[config.mk]
export PLATFORM = sky130hd
export DESIGN_NAME = pc_fetch_stage
export DESIGN_NICKNAME = d
export VERILOG_FILES = /design/src/rtl/pc_fetch_stage.sv
export SDC_FILE = /design/constraint.sdc
export NUM_CORES = 1
export LEC_CHECK = 0
export BUFFER_PORTS_ARGS = -buffer_cell sky130_fd_sc_hd__buf_4
export CORE_MARGIN = 2
export CORE_UTILIZATION = 53
export CTS_CLUSTER_DIAMETER = 60
export DETAILED_ROUTE_END_ITERATION = 6
export GPL_ROUTABILITY_DRIVEN = 0
export PLACE_DENSITY = 0.82
export SETUP_SLACK_MARGIN = 0.05
export SYNTH_ARGS = -nofsm -noshare
export SYNTH_HDL_FRONTEND = slang
export SYNTH_SLANG_ARGS = --single-unit
[constraint.sdc]
create_clock -name clk -period 3.3 [get_ports clk]
set_input_delay 0.165 -clock clk [delete_from_list [all_inputs] [get_ports clk]]
set_output_delay 0.165 -clock clk [all_outputs]
set_load 0.01 [all_outputs]
[src/rtl/pc_fetch_stage.sv]
// pc_fetch_stage
// Program counter and IF/ID fetch register for a two-stage pipeline.
// The PC drives the instruction memory address directly. The returned
// instruction is latched into the fetch register together with its address.
// The stage also provides:
//   - a reset vector
//   - stall
//   - branch redirect with a one-bubble wrong-path squash
//   - HALT-opcode detection with resume
//   - a saturating count of latched instructions
//
// Ports:
//   clk           rising-edge clock
//   rst_n         asynchronous active-low reset
//   imem_addr     instruction memory address (= pc)
//   imem_rdata    instruction memory read data (combinational from imem_addr)
//   stall         hold pc and fetch register (RUN only)
//   branch_taken  redirect request from execute
//   branch_target redirect address
//   resume        leave HALTED
//   if_valid      fetch register holds a valid instruction
//   if_instr      fetched instruction
//   if_pc         address of if_instr
//   if_pc_plus1   if_pc + 1, wrapping
//   halted        high while halted
//   fetch_count   saturating count of valid instructions latched
module pc_fetch_stage #(
  parameter int                PC_W      = 8,
  parameter int                INSTR_W   = 16,
  parameter int                OPC_W     = 4,
  parameter logic [OPC_W-1:0]  HALT_OPC  = 4'hF,
  parameter logic [PC_W-1:0]   RESET_VEC = '0,
  parameter int                COUNT_W   = 16
) (
  input  logic               clk,
  input  logic               rst_n,
  output logic [PC_W-1:0]    imem_addr,
  input  logic [INSTR_W-1:0] imem_rdata,
  input  logic               stall,
  input  logic               branch_taken,
  input  logic [PC_W-1:0]    branch_target,
  input  logic               resume,
  output logic               if_valid,
  output logic [INSTR_W-1:0] if_instr,
  output logic [PC_W-1:0]    if_pc,
  output logic [PC_W-1:0]    if_pc_plus1,
  output logic               halted,
  output logic [COUNT_W-1:0] fetch_count
);

  localparam logic [0:0] RUN    = 1'b0;
  localparam logic [0:0] HALTED = 1'b1;

  function automatic logic [COUNT_W-1:0] sat_inc(input logic [COUNT_W-1:0] c);
    return (&c) ? c : c + COUNT_W'(1);
  endfunction

  function automatic logic [PC_W-1:0] pc_inc(input logic [PC_W-1:0] p);
    return p + PC_W'(1);
  endfunction

  logic [0:0]         state;
  logic [PC_W-1:0]    pc_p0;
  logic               vld_p1;
  logic [INSTR_W-1:0] instr_p1;
  logic [PC_W-1:0]    pc_p1;
  logic [COUNT_W-1:0] cnt_p1;
  logic [OPC_W-1:0]   opc;

  assign opc = imem_rdata[INSTR_W-1 -: OPC_W];

  // Stage 0 -> 1: PC update and IF/ID fetch register
  always_ff @(posedge clk or negedge rst_n) begin
    if (!rst_n) begin
      state    <= RUN;
      pc_p0    <= RESET_VEC;
      vld_p1   <= 1'b0;
      instr_p1 <= '0;
      pc_p1    <= '0;
      cnt_p1   <= '0;
    end else if (state == HALTED) begin
      vld_p1 <= 1'b0;
      // A branch issued before the HALT was fetched still wins over the halt.
      if (branch_taken) begin
        pc_p0 <= branch_target;
        state <= RUN;
      end else if (resume) begin
        pc_p0 <= pc_inc(pc_p0);
        state <= RUN;
      end
    end else if (branch_taken) begin
      // The instruction currently on imem_rdata is wrong-path: drop it.
      pc_p0  <= branch_target;
      vld_p1 <= 1'b0;
    end else if (!stall) begin
      instr_p1 <= imem_rdata;
      pc_p1    <= pc_p0;
      vld_p1   <= 1'b1;
      cnt_p1   <= sat_inc(cnt_p1);
      // On HALT the pc keeps pointing at the HALT so resume continues after it.
      if (opc == HALT_OPC) state <= HALTED;
      else                 pc_p0 <= pc_inc(pc_p0);
    end
  end

  assign imem_addr   = pc_p0;
  assign if_valid    = vld_p1;
  assign if_instr    = instr_p1;
  assign if_pc       = pc_p1;
  assign if_pc_plus1 = pc_inc(pc_p1);
  assign halted      = (state == HALTED);
  assign fetch_count = cnt_p1;

endmodule

# Word-level counts from Yosys, hierarchy flattened
# Cells that the tools add are included.
dict set report word_totals {
  regBits 50
  input_bits 29
  output_inout_bits 58
}
dict set report classes {
  n_addsub 3
  eq_ne 4
  muxes 15
  bitwise_logic 4
  n_reduce_logical 4
}
# op count
set ops {}
lappend ops {{2-to-1 mux 8 bit} 6}
lappend ops {{adder 16 x 1 -> 16 bit (second input constant)} 1}
lappend ops {{adder 8 x 1 -> 8 bit (second input constant)} 2}
lappend ops {{AND reduction 16 bit} 1}
lappend ops {{2-to-1 mux 1 bit} 9}
lappend ops {{!= test 3 bit (second input constant)} 2}
lappend ops {{AND reduction 3 bit} 2}
lappend ops {{== test 4 bit (second input constant)} 1}
lappend ops {{inverter 1 bit} 4}
lappend ops {{AND reduction 4 bit} 1}
lappend ops {{!= test 3 x 1 -> 1 bit (second input constant)} 1}

# Longest topological paths before layout
# Gate-level depths: netlist of the first run.
dict set report depth {
  depth_word 5
  depth_mapped 6
  ltp_nobuf 5
}

# Worst setup path after synthesis of the first run
# OpenSTA, ideal clock, no wires.
dict set report synth_timing {
  kind {flip-flop to flip-flop}
  start {register cnt_p1[0] (netlist: fetch_count[0])}
  end {register cnt_p1[1] (netlist: fetch_count[1])}
  arrival_ns 1.711
  required_ns 3.175
  setup_slack_ns 1.464
  stages_incl_launch_ff 7
  synth_period_minus_slack_ns 1.836
  path_cell_list {dfrtp_1 > ha_1 > nand4_1 > or4_1 > clkbuf_1 > and2_4 > mux2_4}
}
dict set report synth_between {
  elab_chain_cells 3
}
# item line
set synth_rtl {}
lappend synth_rtl {{start: declaration} 67} ;# logic [COUNT_W-1:0] cnt_p1;
lappend synth_rtl {{start signal: assignment} 99} ;# cnt_p1 <= sat_inc(cnt_p1);
lappend synth_rtl {{parallel branches: the longest is 3 deep, another holds adder 16 x 1 -> 16 bit} -}
# Parallel ways; which one is timed is not known.
# A chain may end at the register's enable or synchronous reset.

# Final worst setup path of the first run
dict set report layout_timing {
  start {register state (netlist: halted)}
  end {register cnt_p1[11] (netlist: fetch_count[11])}
}
dict set report layout_between {
  elab_chain_cells 2
}
# item line
set layout_rtl {}
lappend layout_rtl {{start: declaration} 62} ;# logic [0:0] state;
lappend layout_rtl {{start signal: assignment} 75} ;# state <= RUN;
lappend layout_rtl {{start signal: assignment} 86} ;# state <= RUN;
lappend layout_rtl {{start signal: assignment} 89} ;# state <= RUN;
lappend layout_rtl {{inverter 1 bit (no source line)} -}
lappend layout_rtl {{AND reduction 4 bit (no source line)} -}
# No other way between the ends.

==> impl_metrics.yaml, run 1 <==
sta:
  grt_setup_unrepaired: "false"
  fin_worst_skew_ps: 3.876
  maxSlewViolCount: 0
  count_of_endpoints_failing_hold_in_the_final_timing_report: 0
  setup_viol: 0
  max_slew_margin_pct: 59.07
  final_min_period_over_clock_period_pct: 62.17
  tightestPinTransition_ps: 613.9
  tns_ps: 0
  period_minus_slack_ps: 2052
  fmax_mhz: 487.4
placed_design:
  port-buffer-count: 86
  place.detailed.hpwl_um: 3961
detailed_routing:
  totalWireLength_um: 5613
  drt-initial-drc-count: 154
  remaining_drc_errors: 0
  routed_length_per_instance_um: 14.32
  detailedRoute.firstPassIterationCount: 4
  total_via_count_after_detailed_routing: 2128
  ant_nets: 0
  vias_per_cell: 5.429
logic_synthesis:
  synthesis.area_per_instance_sq_um: 9.391
  synth_common_cells: "sky130_fd_sc_hd__nand2_1, sky130_fd_sc_hd__dfrtp_1, sky130_fd_sc_hd__nand3_1, sky130_fd_sc_hd__nor2_1"
  top_area_cell_type_share_of_the_netlist_area_pct: 52.66
  yosys.cell_types.count: 40
  primary_ff_master_synth: "sky130_fd_sc_hd__dfrtp_1"
  synth-seq-area-share_pct: 52.66
  synth.yosys.warnings: 0
  mappedNetlistArea_sq_um: 2376
  synth_enable_flop_cells: 0
  synth_async_sr_flop_share_pct: 100.0
  post-synth-top-area-cell: "sky130_fd_sc_hd__dfrtp_1"
  synth-seq-cells: 50
  netlist_top_cells_area: "sky130_fd_sc_hd__dfrtp_1, sky130_fd_sc_hd__nand2_1, sky130_fd_sc_hd__xnor2_1"
  syn-num-nets: 285
  synthCells: 253
  synthMostInstantiatedCell: "sky130_fd_sc_hd__nand2_1"
job:
  maximum_capacitance_violations: 0
final_layout:
  fillers: 336
  area.growth.synth_to_final_pct: 33.75
  multi_input_comb_area_sq_um: 1064
  nets: 371
  final-seq-area_sq_um: 1251
  drive_gt1_share_pct: 30.29
  diodes: 0
critical_path:
  crit_chain: "or3_4 -> or4_4 -> nor3_2 -> xor2_1"
  timing.critical_path.fanout_max: 29
  startpoint_type: "flip-flop"
  cp_data_arrival_time_ps: 2280
  max_stage_delay_ps: 590
  ff2ff_setup_slack_ps: 1250
  critPathKind: "flip-flop to flip-flop"
  cp.required_ps: 3530
  critical-path-slowest-cell: "sky130_fd_sc_hd__or4_4"
  worst_setup_ep_type: "flip-flop"
clock_tree:
  cts_inserted_buffers: 5
  cts_tree: "built"
  clk_transition_reported_paths_ps: 90
  post_cts_resize_count: 0
  clock_insertion_delay_worst_skew_ps: 300
  maximum_count_of_clock_buffers_along_a_single_path: 2
  root_buffer: "sky130_fd_sc_hd__clkbuf_8"
  tritoncts_num_sinks: 50
  h-tree-depth: 2
  post-cts-setup-buffer-count: 0
die:
  floorplan.core_area_sq_um: 4324
  die_area_sq_um: 5035
  num_rows: 24
  num_ports: 87
  die_height_um: 70.96
  start_util_pct: 54.95
  dieWidth_um: 70.96
power_and_ir_drop:
  leakage_nw: 1.591
  maximum_ir_drop_on_the_vdd_rail_mv: 0.3301
  pwr_density_cell_nw_per_um2: 556.4
  p_total_mw: 1.768
global_routing:
  pin_count_of_the_biggest_net_entering_global_routing: 51
  grt_antenna_before_repair: 0
  first_global_vias: 1905
  track_usage_pct: 22.57
  grt_overflow_total: 0
  grt_first_pass_wirelength_um: 8997
run_status:
  outcome: "completed"
worst_hold_path:
  timing.hold.worst.class: "input port to flip-flop"
## cell families (layout without fill, tap and decap cells)
family                     count (synthesis)  after routing  synth area share [%]
adders and majority gates                  3              3                 1.580
xor gates and xnor gates                  15             15                 5.529
muxes                                      3              3                 1.527
and+or+nand+nor                          131            131                 26.59
DFF                                       50             50                 52.66
buffers and inverters                     15            102                 2.844
AOI/OAI and AO/OA                         36             36                 9.268
## worst paths after layout
kind	start	endpoint	cells after the start
setup / recovery	halted	fetch_count[11]	4
hold / removal	imem_rdata[11]	if_instr[11]	3
setup reg to reg	halted	fetch_count[11]	4
hold reg to reg	if_instr[15]	if_instr[15]	2
max in group asynchronous	rst_n	if_instr[6]	2
min in group asynchronous	rst_n	halted	2
## cell type report
cell class                 count  area share, %
inverter                       5         0.5906
multi-input combinational    188          33.46
clock inverter                 3          1.260
clock buffer                   5          2.165
sequential                    50          39.37
timing repair buffer          89          21.10
tap                           52          2.047
## critical path: cells and delay by family (launching register included)
kind / cells / cell delay (ps)
xor gates and xnor gates: 1 / 170
DFF: 1 / 480
and+or+nand+nor: 3 / 1320
## per-stage QoR
step | std cells | hold WS, ps | utilization (%) | instance area [sq um] | worst slack, ps
CTS | 392 | 37.62 | 73.50 | 3178 | 1274
detailed placement | 383 | 225.3 | 70.75 | 3059 | 1294
finish | 392 | 45.75 | 73.50 | 3178 | 1248
global route | 392 | 36.63 | 73.50 | 3178 | 1164
floorplan | 253 | -130.6 | - | 2376 | 1464
global placement | 383 | 222.3 | 70.75 | 3059 | 1356
## flip-flops by register name, summed over array words and instances (netlist names)
| signal | flops |
|---|---|
| if_pc | 8 |
| fetch_count | 16 |
| if_valid | 1 |
| imem_addr | 8 |
| halted | 1 |
| if_instr | 16 |
## metal layers
metal,global-route usage [%],wire [um],vias to the layer above
li1,-,-,1046
met1,30.11,2342,997
met2,36.45,2876,79
met3,5.840,317,6
met4,7.128,76,0
met5,0,0,-
## where the power goes
part | total [mW] | internal, mW | switching (mW)
logic | 0.501 | 0.264 | 0.238
clock network | 0.427 | 0.223 | 0.203
registers | 0.840 | 0.711 | 0.129
total | 1.77 | 1.20 | 0.570
## cells in the final DEF (no fill, tap or decap), types with 3 or more instances in the layout
cell	count
sky130_fd_sc_hd__and3_1	4
sky130_fd_sc_hd__a21oi_1	11
sky130_fd_sc_hd__and4_1	3
sky130_fd_sc_hd__xor2_1	5
sky130_fd_sc_hd__inv_1	5
sky130_fd_sc_hd__nand2_1	75
sky130_fd_sc_hd__a31oi_1	3
sky130_fd_sc_hd__buf_4	88
sky130_fd_sc_hd__nor3_1	3
sky130_fd_sc_hd__nor2_1	12
sky130_fd_sc_hd__dfrtp_1	50
sky130_fd_sc_hd__o21ai_0	11
sky130_fd_sc_hd__nand3_1	12
sky130_fd_sc_hd__ha_1	3
sky130_fd_sc_hd__nand4_1	9
sky130_fd_sc_hd__xnor2_1	10
sky130_fd_sc_hd__clkbuf_8	5
## what timing repair did
item | CTS | global route
hold endpoints to repair | 50 | 0
hold buffers | 1 | 0
setup endpoints to repair | 0 | 0
Power figures use the tool's default switching activity.
==> run 2: changes to the inputs <==
--- a/config.mk
+++ b/config.mk
@@ -7,11 +7,11 @@
 export LEC_CHECK = 0
 export BUFFER_PORTS_ARGS = -buffer_cell sky130_fd_sc_hd__buf_4
 export CORE_MARGIN = 2
-export CORE_UTILIZATION = 53
+export CORE_UTILIZATION = 49
 export CTS_CLUSTER_DIAMETER = 60
 export DETAILED_ROUTE_END_ITERATION = 6
 export GPL_ROUTABILITY_DRIVEN = 0
-export PLACE_DENSITY = 0.82
+export PLACE_DENSITY = 0.76
 export SETUP_SLACK_MARGIN = 0.05
 export SYNTH_ARGS = -nofsm -noshare
 export SYNTH_HDL_FRONTEND = slang
==> constraint.sdc (replaced) <==
create_clock -name clk -period 2.13 [get_ports clk]
set_input_delay 0.1065 -clock clk [delete_from_list [all_inputs] [get_ports clk]]
set_output_delay 0.1065 -clock clk [all_outputs]
set_load 0.01 [all_outputs]
==> run 2 against run 1 <==
First-iteration DRC count down 21%. Power rose by 49%. Routed wire length is 3.7% higher. Via count grew 2.2%. Non-clock buffer count rose by 9. Sequential share of layout area shrank 0.72 points. Critical path depth is the same. Design area rose by 1.9%. Critical path type unchanged. Largest power group unchanged.
==> impl_metrics.yaml, run 2 (same netlist as run 1, synthesis figures left out) <==
final_layout:
  drive_gt1_share_pct: 29.97
  area.growth.synth_to_final_pct: 36.23
  multi_input_comb_area_sq_um: 1064
  final_util_pct: 68.99
  nets: 380
  final-seq-area_sq_um: 1251
  fin_cells: 401
  layout_commonest_cell: "sky130_fd_sc_hd__buf_4"
  fillers: 411
  stdcell_area_sq_um: 3237
  diodes: 0
  final_cell_mix: "sky130_fd_sc_hd__buf_4, sky130_fd_sc_hd__nand2_1, sky130_fd_sc_hd__dfrtp_1"
sta:
  fmax_mhz: 516.1
  final.setup.worst_slack_ps: 192.6
  grt_setup_unrepaired: "false"
  tns_ps: 0
  setup_viol: 0
  count_of_endpoints_failing_hold_in_the_final_timing_report: 0
  final_min_period_over_clock_period_pct: 90.96
  fin_worst_skew_ps: 3.116
  maxSlewViolCount: 0
  tightestPinTransition_ps: 617.3
  max_slew_margin_pct: 58.84
  period_minus_slack_ps: 1937
  hold-worst-slack_ps: 4.892
global_routing:
  track_usage_pct: 22.27
  grt_first_pass_wirelength_um: 9335
  grt_antenna_before_repair: 0
  pin_count_of_the_biggest_net_entering_global_routing: 51
  first_global_vias: 1981
  grt_overflow_total: 0
placed_design:
  numPlacedInstances: 388
  place.detailed.hpwl_um: 4237
  port-buffer-count: 86
  place_ws_ps: 208.1
  postPlaceCellArea_sq_um: 3084
power_and_ir_drop:
  leakage_nw: 1.616
  internal-power_mw: 1.772
  p_sw_share_pct: 32.77
  pwr_density_cell_nw_per_um2: 814.4
  maximum_ir_drop_on_the_vdd_rail_mv: 0.3469
  pwr-share-seq_pct: 49.1
  pwr-share-clk_pct: 20.6
  p_total_mw: 2.636
  power_frac_comb_pct: 30.3
  p_sw_mw: 0.8639
clock_tree:
  clock_insertion_delay_worst_skew_ps: 290
  cts_inserted_buffers: 5
  tritoncts_num_sinks: 50
  clk_transition_reported_paths_ps: 80
  h-tree-depth: 2
  root_buffer: "sky130_fd_sc_hd__clkbuf_8"
  post_cts_resize_count: 0
  cts_tree: "built"
  maximum_count_of_clock_buffers_along_a_single_path: 2
critical_path:
  ff2ff_setup_slack_ps: 190
  r2r_worst_path_depth: 4
  critical-path-slowest-cell: "sky130_fd_sc_hd__or4_1"
  crit_chain: "nand4_1 -> or4_1 -> and2_4 -> mux2_4"
  worst-path-stages: 4
  max_stage_delay_ps: 680
  crit_path_start: "fetch_count[9]"
  cp.required_ps: 2310
  timing.critical_path.fanout_max: 7
  startpoint_type: "flip-flop"
  regToRegEndpoint: "fetch_count[1]"
  worstSetupEndpoint: "fetch_count[1]"
  crit_family: "simple AND/OR/NAND/NOR gates"
  critPathKind: "flip-flop to flip-flop"
  critical_path_buf_inv_count: 0
  timing.rr.start: "fetch_count[9]"
  worst_setup_ep_type: "flip-flop"
  cp_data_arrival_time_ps: 2120
detailed_routing:
  vias_per_cell: 5.424
  drt-initial-drc-count: 121
  routed_length_per_instance_um: 14.51
  detailedRoute.firstPassIterationCount: 4
  remaining_drc_errors: 0
  total_via_count_after_detailed_routing: 2175
  totalWireLength_um: 5818
  ant_nets: 0
die:
  dieWidth_um: 73.64
  num_ports: 87
  die_height_um: 73.64
  die_area_sq_um: 5422
  start_util_pct: 50.64
  floorplan.core_area_sq_um: 4692
  num_rows: 25
run_status:
  outcome: "completed"
job:
  maximum_capacitance_violations: 0
worst_hold_path:
  worst_hold_startpoint: "imem_rdata[8]"
  timing.hold.worst.class: "input port to flip-flop"
[run 2: changes by cell type in the layout (fill, tap and decap cells not counted), sizes merged]
cell,previous run,this run
dlygate4sd3,1,7
clkinv,2,0
bufinv,1,0
buf,88,91
clkbuf,5,6
[run 2: how the worst min path moves through the flow]
stage	cells after the start	slack (ps)	to
6_report	3	5	if_instr[8]
5_1_grt	3	0.1	if_instr[0]
4_1_cts	3	0.5	if_instr[0]
3_5_place_dp	1	170	fetch_count[5]
3_3_place_gp	1	170	fetch_count[8]
2_1_floorplan	0	-190	fetch_count[0]
[run 2: routing by layer]
metal	vias up	track usage, %	wire [um]
li1	1067	-	-
met3	4	4.252	260
met2	54	36.01	2992
met4	0	6.667	39
met5	-	0	0
met1	1050	30.46	2526
[run 2: power by group through the flow]
stage | registers, mW | clock network, mW | logic, mW
2_1_floorplan | 1.35 | 0 | 0.296
3_3_place_gp | 1.30 | 0 | 0.776
3_5_place_dp | 1.31 | 0 | 0.790
4_1_cts | 1.29 | 0.554 | 0.802
5_1_grt | 1.32 | 0.588 | 0.874
6_report | 1.29 | 0.543 | 0.800
[run 2: area by class of cell]
type                            count  share of cell area [%]
Inverter                            5                  0.5798
Sequential cell                    50                   38.65
Timing Repair Buffer               98                   23.27
Tap cell                           54                   2.087
Clock buffer                        6                   2.551
Multi-Input combinational cell    188                   32.86
[run 2: timing repair]
item	4_1_cts	5_1_grt
hold buffers	7	0
endpoints found under the hold margin	56	0
setup buffers	0	0
[run 2: worst register-to-register path, stage by stage (launching register included)]
cell                      delay, ps
sky130_fd_sc_hd__dfrtp_1        460
sky130_fd_sc_hd__nand4_1        150
sky130_fd_sc_hd__or4_1          680
sky130_fd_sc_hd__and2_4         240
sky130_fd_sc_hd__mux2_4         300
==> run 3: changes to the inputs <==
--- a/config.mk
+++ b/config.mk
@@ -11,8 +11,10 @@
 export CTS_CLUSTER_DIAMETER = 60
 export DETAILED_ROUTE_END_ITERATION = 6
 export GPL_ROUTABILITY_DRIVEN = 0
+export HOLD_SLACK_MARGIN = 0.08
 export PLACE_DENSITY = 0.76
 export SETUP_SLACK_MARGIN = 0.05
+export SKIP_CTS_REPAIR_TIMING = 1
 export SYNTH_ARGS = -nofsm -noshare
 export SYNTH_HDL_FRONTEND = slang
 export SYNTH_SLANG_ARGS = --single-unit
==> run 3 against run 2 <==
Sequential share of layout area shrank 1.4 points. Clock skew is essentially flat. Clock-buffer cell count is the same. Fmax grew 0.74%. Global-route usage shrank 0.40 points. Sequential power is essentially flat. Worst hold slack gained 86 ps. Design area grew 3.7%. Non-clock buffer count grew 12. Critical path depth grew 2. Critical path type is now input port to flip-flop. Highest routed layer unchanged.
==> impl_metrics.yaml, run 3 (same netlist as run 1, synthesis figures left out) <==
final_layout:
  final-seq-area_sq_um: 1251
  multi_input_comb_area_sq_um: 1064
  nets: 392
  layout_commonest_cell: "sky130_fd_sc_hd__buf_4"
  final_cell_mix: "sky130_fd_sc_hd__buf_4, sky130_fd_sc_hd__nand2_1, sky130_fd_sc_hd__dfrtp_1"
  fillers: 393
  area.growth.synth_to_final_pct: 41.28
  drive_gt1_share_pct: 28.97
  diodes: 0
die:
  die_height_um: 73.64
  num_ports: 87
  dieWidth_um: 73.64
  floorplan.core_area_sq_um: 4692
  num_rows: 25
  die_area_sq_um: 5422
  start_util_pct: 50.64
sta:
  tightestPinTransition_ps: 617.5
  final.setup.worst_slack_ps: 206.9
  fin_worst_skew_ps: 2.929
  setup_viol: 0
  final_min_period_over_clock_period_pct: 90.29
  count_of_endpoints_failing_hold_in_the_final_timing_report: 0
  maxSlewViolCount: 0
  fmax_mhz: 520.0
  tns_ps: 0
  period_minus_slack_ps: 1923
  grt_setup_unrepaired: "false"
  max_slew_margin_pct: 58.83
clock_tree:
  maximum_count_of_clock_buffers_along_a_single_path: 2
  cts_tree: "built"
  h-tree-depth: 2
  clk_transition_reported_paths_ps: 80
  cts_inserted_buffers: 5
  clock_insertion_delay_worst_skew_ps: 300
  tritoncts_num_sinks: 50
  root_buffer: "sky130_fd_sc_hd__clkbuf_8"
power_and_ir_drop:
  internal-power_mw: 1.784
  pwr_density_cell_nw_per_um2: 789.0
  p_sw_share_pct: 32.63
  p_sw_mw: 0.8644
  leakage_nw: 1.666
  pwr-share-clk_pct: 20.5
  pwr-share-seq_pct: 48.8
  power_frac_comb_pct: 30.7
  maximum_ir_drop_on_the_vdd_rail_mv: 0.3396
global_routing:
  first_global_vias: 1943
  grt_antenna_before_repair: 0
  grt_overflow_total: 0
  grt_first_pass_wirelength_um: 9170
  pin_count_of_the_biggest_net_entering_global_routing: 51
  track_usage_pct: 21.87
run_status:
  outcome: "completed"
detailed_routing:
  total_via_count_after_detailed_routing: 2225
  ant_nets: 0
  routed_length_per_instance_um: 14.52
  vias_per_cell: 5.387
  detailedRoute.firstPassIterationCount: 4
  remaining_drc_errors: 0
  drt-initial-drc-count: 112
  totalWireLength_um: 5996
critical_path:
  worst-path-stages: 6
  critical-path-slowest-cell: "sky130_fd_sc_hd__or4_4"
  startpoint_type: "input port"
  worst_setup_ep_type: "flip-flop"
  critical_path_buf_inv_count: 2
  worstSetupEndpoint: "fetch_count[9]"
  timing.critical_path.fanout_max: 7
  r2r_worst_path_depth: 4
  crit_chain: "dlygate4sd3_1 -> buf_4 -> or3_4 -> or4_4 -> nor2_1 -> xor2_1"
  regToRegEndpoint: "fetch_count[1]"
  crit_family: "simple AND/OR/NAND/NOR gates"
  max_stage_delay_ps: 560
  cp.required_ps: 2350
  cp_data_arrival_time_ps: 2140
  ff2ff_setup_slack_ps: 210
  timing.rr.start: "fetch_count[9]"
  crit_path_start: "stall"
  critPathKind: "input port to flip-flop"
job:
  maximum_capacitance_violations: 0
placed_design:
  place.detailed.hpwl_um: 4237
  port-buffer-count: 86
  place_ws_ps: 208.1
worst_hold_path:
  timing.hold.worst.class: "input port to flip-flop"
run 3: cell count changes in the layout (fill, tap and decap cells not counted):
cell                            change
sky130_fd_sc_hd__dlygate4sd3_1     +12
run 3: power by group through the flow:
stage	sequential [mW]	combinational (mW)	clock [mW]
after floorplan	1.35	0.296	0
after global placement	1.30	0.776	0
after detailed placement	1.31	0.790	0
after CTS	1.29	0.792	0.554
after global routing	1.32	0.888	0.588
final	1.29	0.813	0.542
run 3: worst register-to-register path, cell delays in order, from the launching register on:
cell	delay [ps]
sky130_fd_sc_hd__dfrtp_1	460
sky130_fd_sc_hd__nand4_1	150
sky130_fd_sc_hd__or4_1	680
sky130_fd_sc_hd__and2_4	240
sky130_fd_sc_hd__mux2_4	290
run 3: final cells by class:
| cell class | count | share of cell area, % |
|---|---|---|
| Sequential cell | 50 | 37.27 |
| Multi-Input combinational cell | 188 | 31.68 |
| Timing Repair Buffer | 110 | 26.02 |
| Clock buffer | 6 | 2.460 |
| Tap cell | 54 | 2.013 |
| Inverter | 5 | 0.5591 |
run 3: worst min-delay path by stage:
stage / cells past startpoint / from / to / slack (ps)
5_1_grt: 3 / branch_target[4] / imem_addr[4] / 100
6_report: 3 / branch_target[2] / imem_addr[2] / 90
4_1_cts: 1 / rst_n / fetch_count[5] / -160
3_5_place_dp: 1 / rst_n / fetch_count[5] / 170
2_1_floorplan: 0 / rst_n / fetch_count[0] / -190
3_3_place_gp: 1 / rst_n / fetch_count[8] / 170
run 3: layer usage:
layer / wire [um] / global-route usage [%]
met1: 2546 / 29.75
met2: 3138 / 35.32
met3: 255 / 4.390
met4: 56 / 6.667
met5: 0 / 0
run 3: per-stage QoR:
step / cell area (sq um) / hold slack (ps) / utilization, % / instances / total power, mW
final: 3357 / 91.38 / 71.55 / 413 / 2.649
after floorplan: 2376 / -189.1 / - / 253 / 1.642
after CTS: 3167 / -157.8 / 67.49 / 394 / 2.638
after detailed placement: 3084 / 166.9 / 65.73 / 388 / 2.100
after global placement: 3084 / 167.3 / 65.73 / 388 / 2.077
after global routing: 3357 / 102.8 / 71.55 / 413 / 2.797
